File: config.mk
export PLATFORM = sky130hd
export DESIGN_NAME = apb_tx_flat
export DESIGN_NICKNAME = d
export VERILOG_FILES = /design/src/rtl/apb_tx_pkg.sv /design/src/rtl/apb_tx_if.sv /design/src/rtl/apb_tx_timeout_cnt.sv /design/src/rtl/apb_tx.sv /design/src/flat_wrapper.sv
export SDC_FILE = /design/constraint.sdc
export NUM_CORES = 1
export LEC_CHECK = 0
export CORE_ASPECT_RATIO = 1.2
export CORE_MARGIN = 3
export CORE_UTILIZATION = 35
export CTS_CLUSTER_DIAMETER = 50
export CTS_CLUSTER_SIZE = 30
export DETAILED_ROUTE_END_ITERATION = 10
export HOLD_SLACK_MARGIN = 0.05
export PLACE_DENSITY = 0.67
export SYNTH_ARGS = -nofsm -noshare
export SYNTH_HDL_FRONTEND = slang
export SYNTH_SLANG_ARGS = --single-unit
File: constraint.sdc
create_clock -name clk -period 2.87 [get_ports clk]
set_input_delay 0.7175 -clock clk [delete_from_list [all_inputs] [get_ports clk]]
set_output_delay 0.7175 -clock clk [all_outputs]
set_load 0.02 [all_outputs]
File: src/rtl/apb_tx_pkg.sv
// Shared definitions for the APB requester: FSM state encoding and the
// timeout-counter width helper.
package apb_tx_pkg;

   typedef enum logic [1:0] {
      IDLE   = 2'b00,
      SETUP  = 2'b01,
      ACCESS = 2'b10
   } apb_state_t;

   // A zero TIMEOUT still needs a 1-bit counter so the vector stays legal.
   function automatic int cnt_width(input int timeout);
      return (timeout < 1) ? 1 : $clog2(timeout + 1);
   endfunction

endpackage

File: src/rtl/apb_tx_if.sv
// APB bus bundle between one requester (master) and one completer (slave).
interface apb_tx_if #(
   parameter int DATA_BW = 8,
   parameter int ADDR_BW = 8
);
   logic               psel;
   logic               penable;
   logic               pwrite;
   logic [ADDR_BW-1:0] paddr;
   logic [DATA_BW-1:0] pwdata;
   logic [DATA_BW-1:0] prdata;
   logic               pready;

   modport master (
      output psel, penable, pwrite, paddr, pwdata,
      input  prdata, pready
   );

   modport slave (
      input  psel, penable, pwrite, paddr, pwdata,
      output prdata, pready
   );
endinterface

File: src/rtl/apb_tx_timeout_cnt.sv
// Counts consecutive ACCESS wait states; expired flags the last allowed wait
// so the requester can abort on that same edge. TIMEOUT=0 never expires.
module apb_tx_timeout_cnt
   import apb_tx_pkg::*;
#(
   parameter int TIMEOUT = 16
) (
   input  logic clk,
   input  logic rst,
   input  logic clear,
   input  logic inc,
   output logic expired
);

   localparam int            CW   = cnt_width(TIMEOUT);
   localparam logic [CW-1:0] SAT  = CW'(TIMEOUT);
   localparam logic [CW-1:0] LAST = (TIMEOUT > 0) ? CW'(TIMEOUT - 1) : '0;

   logic [CW-1:0] cnt;

   always_ff @(posedge clk) begin
      if (rst || clear) begin
         cnt <= '0;
      end else if (inc && (cnt != SAT)) begin
         cnt <= cnt + 1'b1;
      end
   end

   assign expired = (TIMEOUT > 0) && (cnt == LAST);

endmodule

File: src/rtl/apb_tx.sv
// APB requester: one APB transfer per accepted command, one-cycle response
// pulse carrying read data or a timeout error.
module apb_tx
   import apb_tx_pkg::*;
#(
   parameter int DATA_BW = 8,
   parameter int ADDR_BW = 8,
   parameter int TIMEOUT = 16
) (
   input  logic               clk,
   input  logic               rst,
   input  logic               cmd_valid,
   output logic               cmd_ready,
   input  logic               cmd_write,
   input  logic [ADDR_BW-1:0] cmd_addr,
   input  logic [DATA_BW-1:0] cmd_wdata,
   output logic               rsp_valid,
   output logic [DATA_BW-1:0] rsp_rdata,
   output logic               rsp_err,
   apb_tx_if.master           apb
);

   apb_state_t state, state_n;
   logic       accept;
   logic       done;
   logic       abort;
   logic       expired;

   always_ff @(posedge clk) begin
      if (rst) begin
         state <= IDLE;
      end else begin
         state <= state_n;
      end
   end

   // cmd_ready follows pready combinationally so a new command can be taken
   // on the completing edge, giving one transfer every two cycles.
   always_comb begin
      state_n   = state;
      cmd_ready = 1'b0;
      done      = 1'b0;
      abort     = 1'b0;
      case (state)
         IDLE: begin
            cmd_ready = 1'b1;
            if (cmd_valid) state_n = SETUP;
         end
         SETUP: state_n = ACCESS;
         ACCESS: begin
            if (apb.pready) begin
               done      = 1'b1;
               cmd_ready = 1'b1;
               state_n   = cmd_valid ? SETUP : IDLE;
            end else if (expired) begin
               abort   = 1'b1;
               state_n = IDLE;
            end
         end
         default: state_n = IDLE;
      endcase
   end

   assign accept = cmd_valid & cmd_ready;

   // Bus and response registers: decoded from the next state so psel/penable
   // line up with the state they describe.
   always_ff @(posedge clk) begin
      if (rst) begin
         apb.psel    <= 1'b0;
         apb.penable <= 1'b0;
         apb.pwrite  <= 1'b0;
         apb.paddr   <= '0;
         apb.pwdata  <= '0;
         rsp_valid   <= 1'b0;
         rsp_err     <= 1'b0;
         rsp_rdata   <= '0;
      end else begin
         apb.psel    <= (state_n != IDLE);
         apb.penable <= (state_n == ACCESS);
         if (accept) begin
            apb.pwrite <= cmd_write;
            apb.paddr  <= cmd_addr;
            apb.pwdata <= cmd_wdata;
         end
         rsp_valid <= done | abort;
         rsp_err   <= abort;
         rsp_rdata <= (done && !apb.pwrite) ? apb.prdata : '0;
      end
   end

   apb_tx_timeout_cnt #(
      .TIMEOUT (TIMEOUT)
   ) u_timeout (
      .clk     (clk),
      .rst     (rst),
      .clear   (accept),
      .inc     ((state == ACCESS) && !apb.pready),
      .expired (expired)
   );

endmodule

File: src/flat_wrapper.sv
// flat-port wrapper written by rule: the top's interface ports become plain ports
module apb_tx_flat import apb_tx_pkg::*;
#(
   parameter int DATA_BW = 8,
   parameter int ADDR_BW = 8,
   parameter int TIMEOUT = 16
)
  (clk, rst, cmd_valid, cmd_ready, cmd_write, cmd_addr, cmd_wdata, rsp_valid, rsp_rdata, rsp_err, apb_psel, apb_penable, apb_pwrite, apb_paddr, apb_pwdata, apb_prdata, apb_pready);
  apb_tx_if #(.DATA_BW(DATA_BW), .ADDR_BW(ADDR_BW)) apb_i ();
  input  logic clk;
  input  logic rst;
  input  logic cmd_valid;
  output logic cmd_ready;
  input  logic cmd_write;
  input  logic [ADDR_BW-1:0] cmd_addr;
  input  logic [DATA_BW-1:0] cmd_wdata;
  output logic rsp_valid;
  output logic [DATA_BW-1:0] rsp_rdata;
  output logic rsp_err;
  output wire logic [$bits(apb_i.psel)-1:0] apb_psel;
  output wire logic [$bits(apb_i.penable)-1:0] apb_penable;
  output wire logic [$bits(apb_i.pwrite)-1:0] apb_pwrite;
  output wire logic [$bits(apb_i.paddr)-1:0] apb_paddr;
  output wire logic [$bits(apb_i.pwdata)-1:0] apb_pwdata;
  input wire logic [$bits(apb_i.prdata)-1:0] apb_prdata;
  input wire logic [$bits(apb_i.pready)-1:0] apb_pready;
  assign apb_psel = apb_i.psel;
  assign apb_penable = apb_i.penable;
  assign apb_pwrite = apb_i.pwrite;
  assign apb_paddr = apb_i.paddr;
  assign apb_pwdata = apb_i.pwdata;
  assign apb_i.prdata = apb_prdata;
  assign apb_i.pready = apb_pready;
  apb_tx #(.DATA_BW(DATA_BW), .ADDR_BW(ADDR_BW), .TIMEOUT(TIMEOUT)) u_core (.clk(clk), .rst(rst), .cmd_valid(cmd_valid), .cmd_ready(cmd_ready), .cmd_write(cmd_write), .cmd_addr(cmd_addr), .cmd_wdata(cmd_wdata), .rsp_valid(rsp_valid), .rsp_rdata(rsp_rdata), .rsp_err(rsp_err), .apb(apb_i));
endmodule
==> results.md, run 1 <==
- Traced cell by cell, the critical path runs through clkdlybuf4s50_1, and2b_2, nor2_1, dlymetal6s2s_1.
- The maximum fanout along the worst path is 2.
- The worst register-to-register path has a setup slack of 0.83 ns.
- The clock passes through at most 2 buffers.
- Across the run, the number of max-cap violations was 0.
- VDD sags by at most 432 uV.
- The number of failing setup endpoints in the final timing report is 0.
- The initial cell density of the core is 36.9%.
- The overall die area is 4300 um^2.
- The kind of cell adding the most delay to the critical path is buffers and inverters.
- The clock drives 36 sinks.
- After routing, the total negative slack on setup checks comes to 0 ns.
- In this run the mean area of a mapped cell was 11.5 um^2.
- The reported leakage power is 0.760 nW.
- The most frequent standard cell in the layout excluding fill and tap cells is clkdlybuf4s50_1.
- The fraction of power consumed by sequential logic is 53.1%.
- The worst register-to-register path has a depth of 6.
- The stage delay of the slowest cell on the critical path is 0.48 ns.
- The floorplan core area is 3370 um^2.
- During synthesis, Yosys emitted a total of 0 warnings.
- Counting buffers and inverters, the worst setup path is 4 cells deep.
- The proportion of synthesized flip-flops having asynchronous set or reset is 0%.
- Summing all placed instances gives a cell area of 1880 um^2.
- The post-route standard cell area excluding fillers is 1960 um^2.
- Summed over all layers, the routed wires come to 2780 um.
- The ratio of total power to cell area is 513 nW/um^2.
- The number of CTS-inserted buffers is 5.
- The proportion of layout cells with a drive suffix above 1 is 14.5%.
- The total count of max-transition violations in the final report came to 0.
- Sequential cells were found to cover 58.1% of the synthesized design area.
- The headroom to the max-slew limit is 64.0%.
- The part of the total power dissipated in the clock network is 32.0%.
- Routability-driven placement finished with a final weighted congestion of 0.676.
- In this run the power spent charging and discharging nets is 230 uW.
- The antenna diode count is 0.
- The final critical-path share of the clock period is 85.1%.
- After detailed routing, the number of remaining DRC violations is 0.
- The tightest min-delay check is of the register to register type.
- The capture instance of the worst register-to-register path is u_core.apb.psel$_SDFF_PP0_.
- Once layout is complete, the utilization of the core stands at 58.1%.
- Once the clock tree was built, the setup fixing pass inserted 0 buffers.
- The net count of the finished layout is 205.
- After floorplanning, the core was divided into 23 placement rows.
- Summing all multi-input logic gate instances after layout gives 484 um^2.
- The largest net degree at the start of global routing is 20.
- For this block, the initial DRC count from the detailed router was 13.
- Synthesis handed over a netlist of 108 instances.
- The antenna violation net count after detailed routing is 0.
- In the layout the commonest cells are 57 x clkdlybuf4s50_1, 36 x dfxtp_1, 17 x a22o_1, 8 x and2_2, 6 x a21oi_1.
- The count of unique library cells instantiated by Yosys is 30.
- The TritonCTS clock tree is done.
- The width of the die is 60.4 um.
- The launch instance of the worst register-to-register path is u_core.u_timeout.cnt[0]$_SDFFE_PP0P_.
- In this run the worst setup path terminates at cmd_ready.
- Derived from the worst setup path, the maximum achievable clock frequency is 410 MHz.
- The layout filler cell count is 290.
- The total count of hold-check failures in the final report is 0.
- The data arrival time at the worst-slack endpoint is 1.72 ns.
- During I/O placement, the number of pins put on the boundary was 59.
- Global routing consumed, over all layers together, 14.0% of the routing resources.
- The CTS root buffer is clkbuf_8.
- The later pin in the worst-skew pair is clocked with a latency of 0.28 ns.
- Summing all flip-flop and latch instances after layout gives 721 um^2.
- The run finished with clean final reports.
- In this run, the combinational gates consume 14.8% of the power.
- The number of global-route vias before repair is 1072.
- The type of element capturing the critical path is an output pin.
- Counting both buffers and inverters, the worst setup path holds a total of 2.
- Before antenna repair, the detailed router went through 4 iterations.
- The critical path starts at apb_pready.
- Setup repair after global routing left no endpoint under its margin.
- Relative to the synthesized area, the layout overhead comes to 57.7%.
- The worst setup path is launched from an input pin.
- Counting flops and latches in the post-synthesis netlist gives 36.
- The data required time of the worst path is 2.15 ns.
- For this run the aggregate overflow at the end of global routing stands at 0.
- The post-synthesis instance area is 1240 um^2.
- Of the total power, the share spent switching nets is 22.9%.
- The setup path with the least slack is of type input pin to output pin.
- The wire length of the first global-routing pass is 4550 um.
- The number of antenna violations at the first check in global routing is 0.
- The die outline height is 71.2 um.
- The predominant post-synthesis flop cell is dfxtp_1.
- The cell internal power dissipation is 774 uW.
- The vias per cell is 4.84.
- The detailed-placement wirelength estimate is 2190 um.
- Summing over every cut layer, the via total after detailed routing is 1017.
- The count of input and output buffers is 58.
- After detailed routing, the average wire length per cell comes to 13.2 um.
- The number of nets in the synthesized netlist is 140.
- The slew at the pin closest to its max-slew limit is 0.532 ns.
- Clock-pin slew was measured on the worst setup and hold paths at 0.06 ns.
- The worst clock skew is 0.00486 ns.
- For this design, the slowest cell found on the critical path is clkdlybuf4s50_1.
- Counting flops with a built-in enable in the synthesized netlist gives 0.
- The final period demand of the worst path is 2.44 ns.
- CTS built an H-tree with a depth of 2.
state kept, by name, indices dropped and copies added, names as in the netlist:
register and count:
u_core.apb.paddr 8, u_core.apb.pwdata 8, u_core.rsp_rdata 8, u_core.u_timeout.cnt 5, u_core.state 2, u_core.apb.penable 1, u_core.apb.psel 1, u_core.apb.pwrite 1
u_core.rsp_err 1, u_core.rsp_valid 1
area by class of cell:
cell class              count  area share, %
clock inverters             1          0.256
flip-flops and latches     36           36.8
repair buffers             62           31.3
clock buffers               6           3.71
inverters                   4          0.767
multi-input cells          64           24.7
well taps                  37           2.37
kinds of logic (layout without fill, tap and decap cells):
logic type	after synthesis	after routing	share of synthesized area, %
DFF	36	36	58.1
and+or+nand+nor	31	31	17.8
AOI/OAI and AO/OA	30	30	18.1
buffers and inverters	8	73	2.92
adders and majority gates	3	3	3.02
cell usage after synthesis, drive strengths merged (3+ instances only):
master  instances  area [um^2]
nand3           3         15.0
o21ai           4         20.0
dfxtp          36          721
ha              3         37.5
a22o           17          149
and2            8         60.1
inv             4         15.0
nor2            4         15.0
a21oi           6         30.0
nor3b           3         22.5
power groups by stage:
stage | Combinational [mW] | Clock, mW | Sequential [mW]
after floorplan | 0.0383 | 0 | 0.567
final | 0.149 | 0.322 | 0.533
after detailed placement | 0.151 | 0 | 0.544
after global routing | 0.158 | 0.360 | 0.536
after global placement | 0.148 | 0 | 0.544
after CTS | 0.151 | 0.331 | 0.534
routing by layer:
metal	vias up	share of wire (%)	GRT usage (%)
li1	516	-	-
met1	462	40	15.9
met2	36	51	23.2
met3	3	8.5	5.95
met4	0	1.0	4.43
met5	-	0	0
worst reg2reg max path: stages (launching register included):
cell and delay (ns):
dfxtp_1 0.34, ha_1 0.21, and3_1 0.19, ha_1 0.20, or4b_2 0.68, a21oi_1 0.24
or2_2 0.15
metrics by stage:
step                      worst slack [ns]  hold WS (ns)  cells  power, mW
after floorplan                      0.924         0.475    108      0.605
after global placement              0.0566         0.461    203      0.692
after detailed placement            0.0516         0.465    203      0.695
after CTS                           0.0420         0.489    210       1.02
after global routing                 0.385         0.499    210       1.05
final                                0.429         0.486    210       1.00
worst min path at each step:
| stage | slack [ns] | start | depth (start not counted) | end |
|---|---|---|---|---|
| after global routing | 0.50 | u_core.apb.pwdata[3]$_SDFFE_PP0P_ | 1 | u_core.apb.pwdata[3]$_SDFFE_PP0P_ |
| final | 0.49 | u_core.apb.paddr[0]$_SDFFE_PP0P_ | 1 | u_core.apb.paddr[0]$_SDFFE_PP0P_ |
| after detailed placement | 0.46 | u_core.apb.pwdata[0]$_SDFFE_PP0P_ | 1 | u_core.apb.pwdata[0]$_SDFFE_PP0P_ |
| after floorplan | 0.48 | u_core.u_timeout.cnt[3]$_SDFFE_PP0P_ | 2 | u_core.u_timeout.cnt[3]$_SDFFE_PP0P_ |
| after CTS | 0.49 | u_core.apb.paddr[5]$_SDFFE_PP0P_ | 1 | u_core.apb.paddr[5]$_SDFFE_PP0P_ |
| after global placement | 0.46 | u_core.apb.pwdata[3]$_SDFFE_PP0P_ | 1 | u_core.apb.pwdata[3]$_SDFFE_PP0P_ |
repair_timing:
action                     CTS  global route
setup endpoints to repair    0             1
resized for setup            0             1
hold buffers                 0             0
No activity file was read; power rests on OpenSTA's default activity.
==> inputs of run 2 (changes only) <==
--- a/constraint.sdc
+++ b/constraint.sdc
@@ -3,2 +3,2 @@
 set_output_delay 0.7175 -clock clk [all_outputs]
-set_load 0.02 [all_outputs]
+set_load 0.1 [all_outputs]
==> run 2 against run 1 <==
  * Non-clock buffer count is 2 lower
  * Via count is 0.39% higher
  * Final area shrank 4.0%
  * Clock power is essentially flat
  * Worst setup slack got worse by 0.17 ns
  * Sequential share of layout area is 1.5 points higher
  * Clock skew decreased by 0.0028 ns
  * Largest power group unchanged
==> results.md, run 2 (synthesized netlist as in run 1, its figures left out) <==
- The run finished with clean final reports.
- The number of antenna violations at the first check in global routing is 0 (unchanged).
- The maximum buffer depth of the clock tree is 2 (unchanged).
- Setup repair after global routing left no endpoint under its margin.
- The clock sink total came to 36 (unchanged).
- The final critical-path share of the clock period is 90.9% (+5.8 points).
- The post-CTS setup repair buffer count is 0 (unchanged).
- The overall die area was 4300 um^2 (unchanged).
- The worst voltage drop across the vdd grid was 369 uV (-15%).
- The clock latency reported for the late side of the worst-skew pair came to 0.28 ns (about the same).
- The total count of hold-check failures in the final report was 0 (unchanged).
- The DRC violation count after routing is 0 (unchanged).
- The stage delay of the slowest cell on the critical path was 0.57 ns (+0.09 ns).
- The total negative slack for setup checks came to 0 ns (unchanged).
- The number of placed instances with taps included is 201 (-0.99%).
- The total congestion overflow came to 0 (unchanged).
- The H-tree level count was 2 (unchanged).
- The final layout net count was 203 (-0.98%).
- The violation count after the first detailed-routing iteration is 27 (+14).
- The data required time of the worst path is 2.15 ns (about the same).
- The number of global-route vias before repair is 1078 (+0.56%).
- The vias per cell is 4.91 (+1.4%).
- The reported max-cap violation count is 0 (unchanged).
- Traced cell by cell, the critical path runs through clkdlybuf4s50_1, and2b_2, nor2_2, buf_12.
- The initial cell density of the core is 36.9% (unchanged).
- The area overhead of the layout relative to synthesis is 51.4%.
- The antenna violation net count after detailed routing is 0 (unchanged).
- The die outline height was 71.2 um (unchanged).
- In the layout the commonest cells are 36 x dfxtp_1, 31 x buf_4, 28 x clkdlybuf4s50_1, 17 x a22o_1, 8 x and2_2.
- The number of placement rows is 23 (unchanged).
- The data arrival time at the worst-slack endpoint was 1.89 ns (+0.17 ns).
- The class of the tightest hold or removal check is register to register.
- The kind of critical path is input pin to output pin.
- The number of CTS-inserted buffers is 5 (unchanged).
- The final worst setup slack is 0.261 ns (-0.167 ns).
- The per-cell routed wire length came to 13.6 um (+3.1%).
- The clock transition at the register clock pins on the worst setup and hold paths after CTS is 0.06 ns (about the same).
- The largest net degree at the start of global routing is 20 (unchanged).
- The total via count after detailed routing came to 1021 (+0.39%).
- The sort of element at the start of the critical path is an input pin.
- The worst setup path startpoint is apb_pready.
- The type of element capturing the critical path is an output pin.
- The detailed-route wire length is 2840 um (+2.1%).
- The final core utilization came to 55.8% (-2.3 points).
- The sum of internal, switching and leakage power is 1.12 mW (+12%).
- The launch instance of the worst register-to-register path is u_core.u_timeout.cnt[0]$_SDFFE_PP0P_.
- The wire length of the first global-routing pass is 4670 um (+2.7%).
- The worst clock skew is 0.00210 ns (-0.00277 ns).
- The count of boundary I/O pins came to 59 (unchanged).
- The reported leakage power is 0.806 nW (+6.0%).
- The hold path startpoint is u_core.apb.pwdata[2]$_SDFFE_PP0P_.
- The proportion of layout cells with a drive suffix above 1 is 31.6% (+17 points).
- The timing-limited maximum frequency was 383 MHz (-6.4%).
- The global router's overall resource usage is 14.6% (+0.63 points).
- The post-place setup slack came to 0.253 ns (+0.201 ns).
- The post-cts repair resize count is 0 (unchanged).
- The count of input and output buffers is 58 (unchanged).
- The filler-free cell count of the finished design is 208 (-0.95%).
- The routability-driven placement congestion ratio is 0.748 (+11%).
- The final period demand of the worst path is 2.61 ns (+0.167 ns).
- The slew at the pin closest to its max-slew limit was 0.551 ns (+0.0185 ns).
- The number of failing setup endpoints in the final timing report is 0 (unchanged).
- The library cell used most frequently in the layout, excluding fill and tap cells, is dfxtp_1.
- The floorplan core area is 3370 um^2 (unchanged).
- The maximum fanout along the worst path is 7 (+5).
- The slowest cell on the critical path is clkdlybuf4s50_1.
- TritonCTS built the clock tree.
- In this run the critical register-to-register path is captured at u_core.apb.psel$_SDFF_PP0_.
- The number of search-and-repair iterations in the first detailed-routing pass is 4 (unchanged).
- The width of the die is 60.4 um (unchanged).
- The number of hold buffers added after CTS is 0 (unchanged).
- The endpoint of the worst setup timing path is cmd_ready.
- The detailed-placement wirelength estimate was 2240 um (+2.0%).
- The total count of max-transition violations in the final report is 0 (unchanged).
- The headroom to the max-slew limit is 62.8% (-1.3 points).
- The ratio of total power to cell area is 598 nW/um^2 (+17%).
- In the final layout, the registers with the most flip-flops are u_core.apb.paddr x8, u_core.apb.pwdata x8, u_core.rsp_rdata x8.
- The antenna diode count is 0 (unchanged).
- The number of cells on the worst reg-to-reg path is 6 (unchanged).
- The register-to-register path setup slack is 0.87 ns (+0.04 ns).
- The CTS root buffer is clkbuf_8.
-- run 2: changes by cell type in the layout (fill, tap and decap cells not counted), sizes merged --
| cell | delta |
|---|---|
| buf | +28 |
| dlymetal6s2s | -1 |
| clkdlybuf4s50 | -29 |
-- run 2: routing by layer --
layer  track usage [%]  vias up  share of wire (%)
met4              6.65        0                1.7
met3              6.31        5                7.2
met2              24.3       34                 50
met5                 0        -                  0
li1                  -      514                  -
met1              15.6      468                 41
-- run 2: area by class of cell --
class	instances	area, um^2
multi-input cells	64	487
clock inverters	1	5.00
fillers	303	1490
inverters	4	15.0
flip-flops and latches	36	721
well taps	37	46.3
clock buffers	6	72.6
repair buffers	60	533
-- run 2: worst max-delay path: cells and delay by family --
kind	cells	cell delay, ns
buffers and inverters	2	0.76
AND/OR/NAND/NOR	2	0.41
-- run 2: metrics by stage --
step / hold WS, ns / instance area, um^2
floorplan: 0.475 / 1240
global placement: 0.463 / 1800
detailed placement: 0.469 / 1800
CTS: 0.488 / 1880
global route: 0.499 / 1880
finish: 0.477 / 1880
-- run 2: worst min-delay path by stage --
stage	cells past startpoint	endpoint
after floorplan	2	u_core.u_timeout.cnt[3]$_SDFFE_PP0P_
after global placement	1	u_core.apb.pwdata[2]$_SDFFE_PP0P_
after detailed placement	1	u_core.apb.pwdata[3]$_SDFFE_PP0P_
after CTS	1	u_core.apb.pwdata[2]$_SDFFE_PP0P_
after global routing	1	u_core.apb.pwdata[3]$_SDFFE_PP0P_
final	1	u_core.apb.pwdata[2]$_SDFFE_PP0P_
-- run 2: power breakdown --
group / total, mW / switching (mW) / internal (mW) / leakage, nW
clock: 0.323 / 0.159 / 0.165 / 0.0410
sequential: 0.534 / 0.0127 / 0.521 / 0.294
combinational: 0.267 / 0.184 / 0.0821 / 0.471
==> inputs of run 3 (changes only) <==
- CAP_MARGIN: not set -> 15
- RECOVER_POWER: not set -> 50
==> run 3 against run 2 <==
  * Sequential share of layout area is 2.4 points higher
  * Register-to-register slack hardly changed
  * Worst setup slack hardly changed
  * Global-route usage stayed put
  * Sequential power hardly changed
  * Fmax hardly changed
  * Flip-flop and latch count stayed put
  * Count of clock-buffer cells in the layout stayed put
  * Critical path depth stayed put
  * Routed wire length is 0.81% lower
  * Worst hold slack worse by 0.0032 ns
  * Total power is 1.6% lower
  * Critical endpoint unchanged
  * Largest power group unchanged
==> results.md, run 3 (synthesized netlist as in run 1, its figures left out) <==
- In the final layout, the registers with the most flip-flops are u_core.apb.paddr x8, u_core.apb.pwdata x8, u_core.rsp_rdata x8.
- The routability-driven placement congestion ratio was 0.748 (unchanged).
- The die outline height was 71.2 um (unchanged).
- The register area is 721 um^2 (unchanged).
- The detailed-placement wirelength estimate is 2240 um (unchanged).
- The number of search-and-repair iterations in the first detailed-routing pass came to 4 (unchanged).
- The ratio of total power to cell area is 626 nW/um^2 (+4.6%).
- STA classifies the critical path endpoint as an output pin.
- The total via count after detailed routing was 1014 (-0.69%).
- Traced cell by cell, the critical path runs through clkdlybuf4s50_1, and2b_2, nor2_2, buf_12.
- The floorplan core area is 3370 um^2 (unchanged).
- On the critical path, the stage with the largest delay is an instance of clkdlybuf4s50_1.
- The buffers plus inverters on the worst setup path came to 2 (unchanged).
- The worst voltage drop across the vdd grid is 363 uV (-1.5%).
- The combined area of the multi-input logic cells is 487 um^2 (unchanged).
- The critical path is of the input pin to output pin type.
- The largest net degree at the start of global routing was 20 (unchanged).
- The per-cell routed wire length is 13.5 um (-0.81%).
- The antenna violation net count after detailed routing is 0 (unchanged).
- The width of the die is 60.4 um (unchanged).
- The violation count after the first detailed-routing iteration is 18 (-33%).
- The filler-free cell count of the finished design is 208 (unchanged).
- The data arrival time at the worst-slack endpoint came to 1.89 ns (about the same).
- The overall die area was 4300 um^2 (unchanged).
- The H-tree level count came to 2 (unchanged).
- The number of placement rows is 23 (unchanged).
- Leaving out fill and tap cells, the most frequent cells in the layout are 36 x dfxtp_1, 31 x clkbuf_1, 27 x clkdlybuf4s50_1, 17 x a22o_1, 8 x and2_2.
- The global router's overall resource usage is 14.6% (unchanged).
- The number of antenna violations at the first check in global routing is 0 (unchanged).
- The switching power total is 355 uW (-0.23%).
- The DRC violation count after routing is 0 (unchanged).
- The wire length of the first global-routing pass is 4670 um (unchanged).
- The vias per cell is 4.88 (-0.69%).
- The number of failing setup endpoints in the final timing report is 0 (unchanged).
- The total congestion overflow came to 0 (unchanged).
- The stage delay of the slowest cell on the critical path is 0.57 ns (about the same).
- The post-CTS setup repair buffer count is 0 (unchanged).
- The number of CTS-inserted buffers is 5 (unchanged).
- The number of placed instances with taps included is 201 (unchanged).
- The kind of cell adding the most delay to the critical path is buffers and inverters.
- The final period demand of the worst path is 2.61 ns (-0.0000230 ns).
- The TritonCTS clock tree is done.
- The count of input and output buffers is 58 (unchanged).
- The final core utilization is 52.5% (-3.3 points).
- The reported max-cap violation count is 0 (unchanged).
- The maximum fanout along the worst path came to 7 (unchanged).
- The headroom to the max-slew limit is 20.9% (-42 points).
- The slew at the pin closest to its max-slew limit is 1.19 ns (+0.642 ns).
- The final layout net count is 203 (unchanged).
- The maximum buffer depth of the clock tree was 2 (unchanged).
- The CTS root buffer is clkbuf_8.
- The total count of max-transition violations in the final report came to 0 (unchanged).
- The logic gate share of total power was 22.5% (-1.2 points).
- The proportion of layout cells with a drive suffix above 1 came to 14.0% (-18 points).
- The antenna diode count came to 0 (unchanged).
- The post-cts repair resize count came to 0 (unchanged).
- The part of the total power dissipated in the clock network came to 29.2% (+0.4 points).
- The count of boundary I/O pins was 59 (unchanged).
- The most frequent standard cell in the layout excluding fill and tap cells is dfxtp_1.
- The area overhead of the layout relative to synthesis is 42.3%.
- The worst clock skew is 0.00225 ns (+0.000153 ns).
- The clock transition at the register clock pins on the worst setup and hold paths after CTS came to 0.06 ns (about the same).
- The switching share of power is 32.1% (+0.45 points).
- The clock sink total was 36 (unchanged).
- The final critical-path share of the clock period is 90.9% (about the same).
- The clock latency reported for the late side of the worst-skew pair came to 0.28 ns (about the same).
- The number of global-route vias before repair is 1078 (unchanged).
- The total count of hold-check failures in the final report is 0 (unchanged).
- The initial cell density of the core is 36.9% (unchanged).
- The total negative slack for setup checks came to 0 ns (unchanged).
- The reported leakage power came to 0.682 nW (-15%).
- The min-delay analysis places its worst path in the category register to register.
- The number of hold buffers added after CTS is 0 (unchanged).
- The sort of element at the start of the critical path is an input pin.
- The cell internal power dissipation came to 751 uW (-2.3%).
- The data required time of the worst path is 2.15 ns (about the same).
- The detailed-route wire length came to 2810 um (-0.81%).
- The fraction of power consumed by sequential logic came to 48.2% (+0.7 points).
- The layout filler cell count came to 325 (+7.3%).
- Setup repair after global routing left no endpoint under its margin.
- The flow ran to the end, and the final reports show no timing, DRC or antenna violations.
- The timing-limited maximum frequency is 383 MHz (about the same).
-- run 3: layout make-up --
| type | instances | area share (%) |
|---|---|---|
| clock buffer | 6 | 4.11 |
| tap | 37 | 2.62 |
| sequential | 36 | 40.8 |
| timing repair buffer | 60 | 23.8 |
| multi-input combinational | 64 | 27.5 |
| inverter | 4 | 0.850 |
| clock inverter | 1 | 0.283 |
-- run 3: power by group through the flow --
stage,clock network (mW),logic (mW),registers [mW]
floorplan,0,0.0459,0.682
global placement,0,0.265,0.544
detailed placement,0,0.269,0.545
CTS,0.336,0.269,0.534
global route,0.357,0.259,0.536
finish,0.323,0.249,0.533
-- run 3: layer usage --
layer	vias to the layer above	GRT usage (%)	wire [um]
li1	514	-	-
met2	34	24.3	1400
met3	5	6.31	202
met5	-	0	0
met1	461	15.6	1160
met4	0	6.65	49
-- run 3: worst paths after layout --
kind                                        startpoint                                 to  slack, ns  cells past startpoint
setup / recovery                            apb_pready                          cmd_ready       0.26                      4
hold / removal       u_core.apb.pwdata[2]$_SDFFE_PP0P_  u_core.apb.pwdata[2]$_SDFFE_PP0P_       0.47                      1
setup reg to reg  u_core.u_timeout.cnt[0]$_SDFFE_PP0P_         u_core.apb.psel$_SDFF_PP0_       0.86                      6
hold reg to reg      u_core.apb.pwdata[2]$_SDFFE_PP0P_  u_core.apb.pwdata[2]$_SDFFE_PP0P_       0.47                      1
-- run 3: metrics by stage --
stage | cell area [um^2] | power [mW] | hold WS (ns) | setup WS (ns)
after floorplan | 1240 | 0.728 | 0.475 | 0.417
after global placement | 1800 | 0.810 | 0.463 | 0.291
after detailed placement | 1800 | 0.813 | 0.469 | 0.253
after CTS | 1880 | 1.14 | 0.488 | 0.253
after global routing | 1770 | 1.15 | 0.494 | 0.193
final | 1770 | 1.11 | 0.474 | 0.261
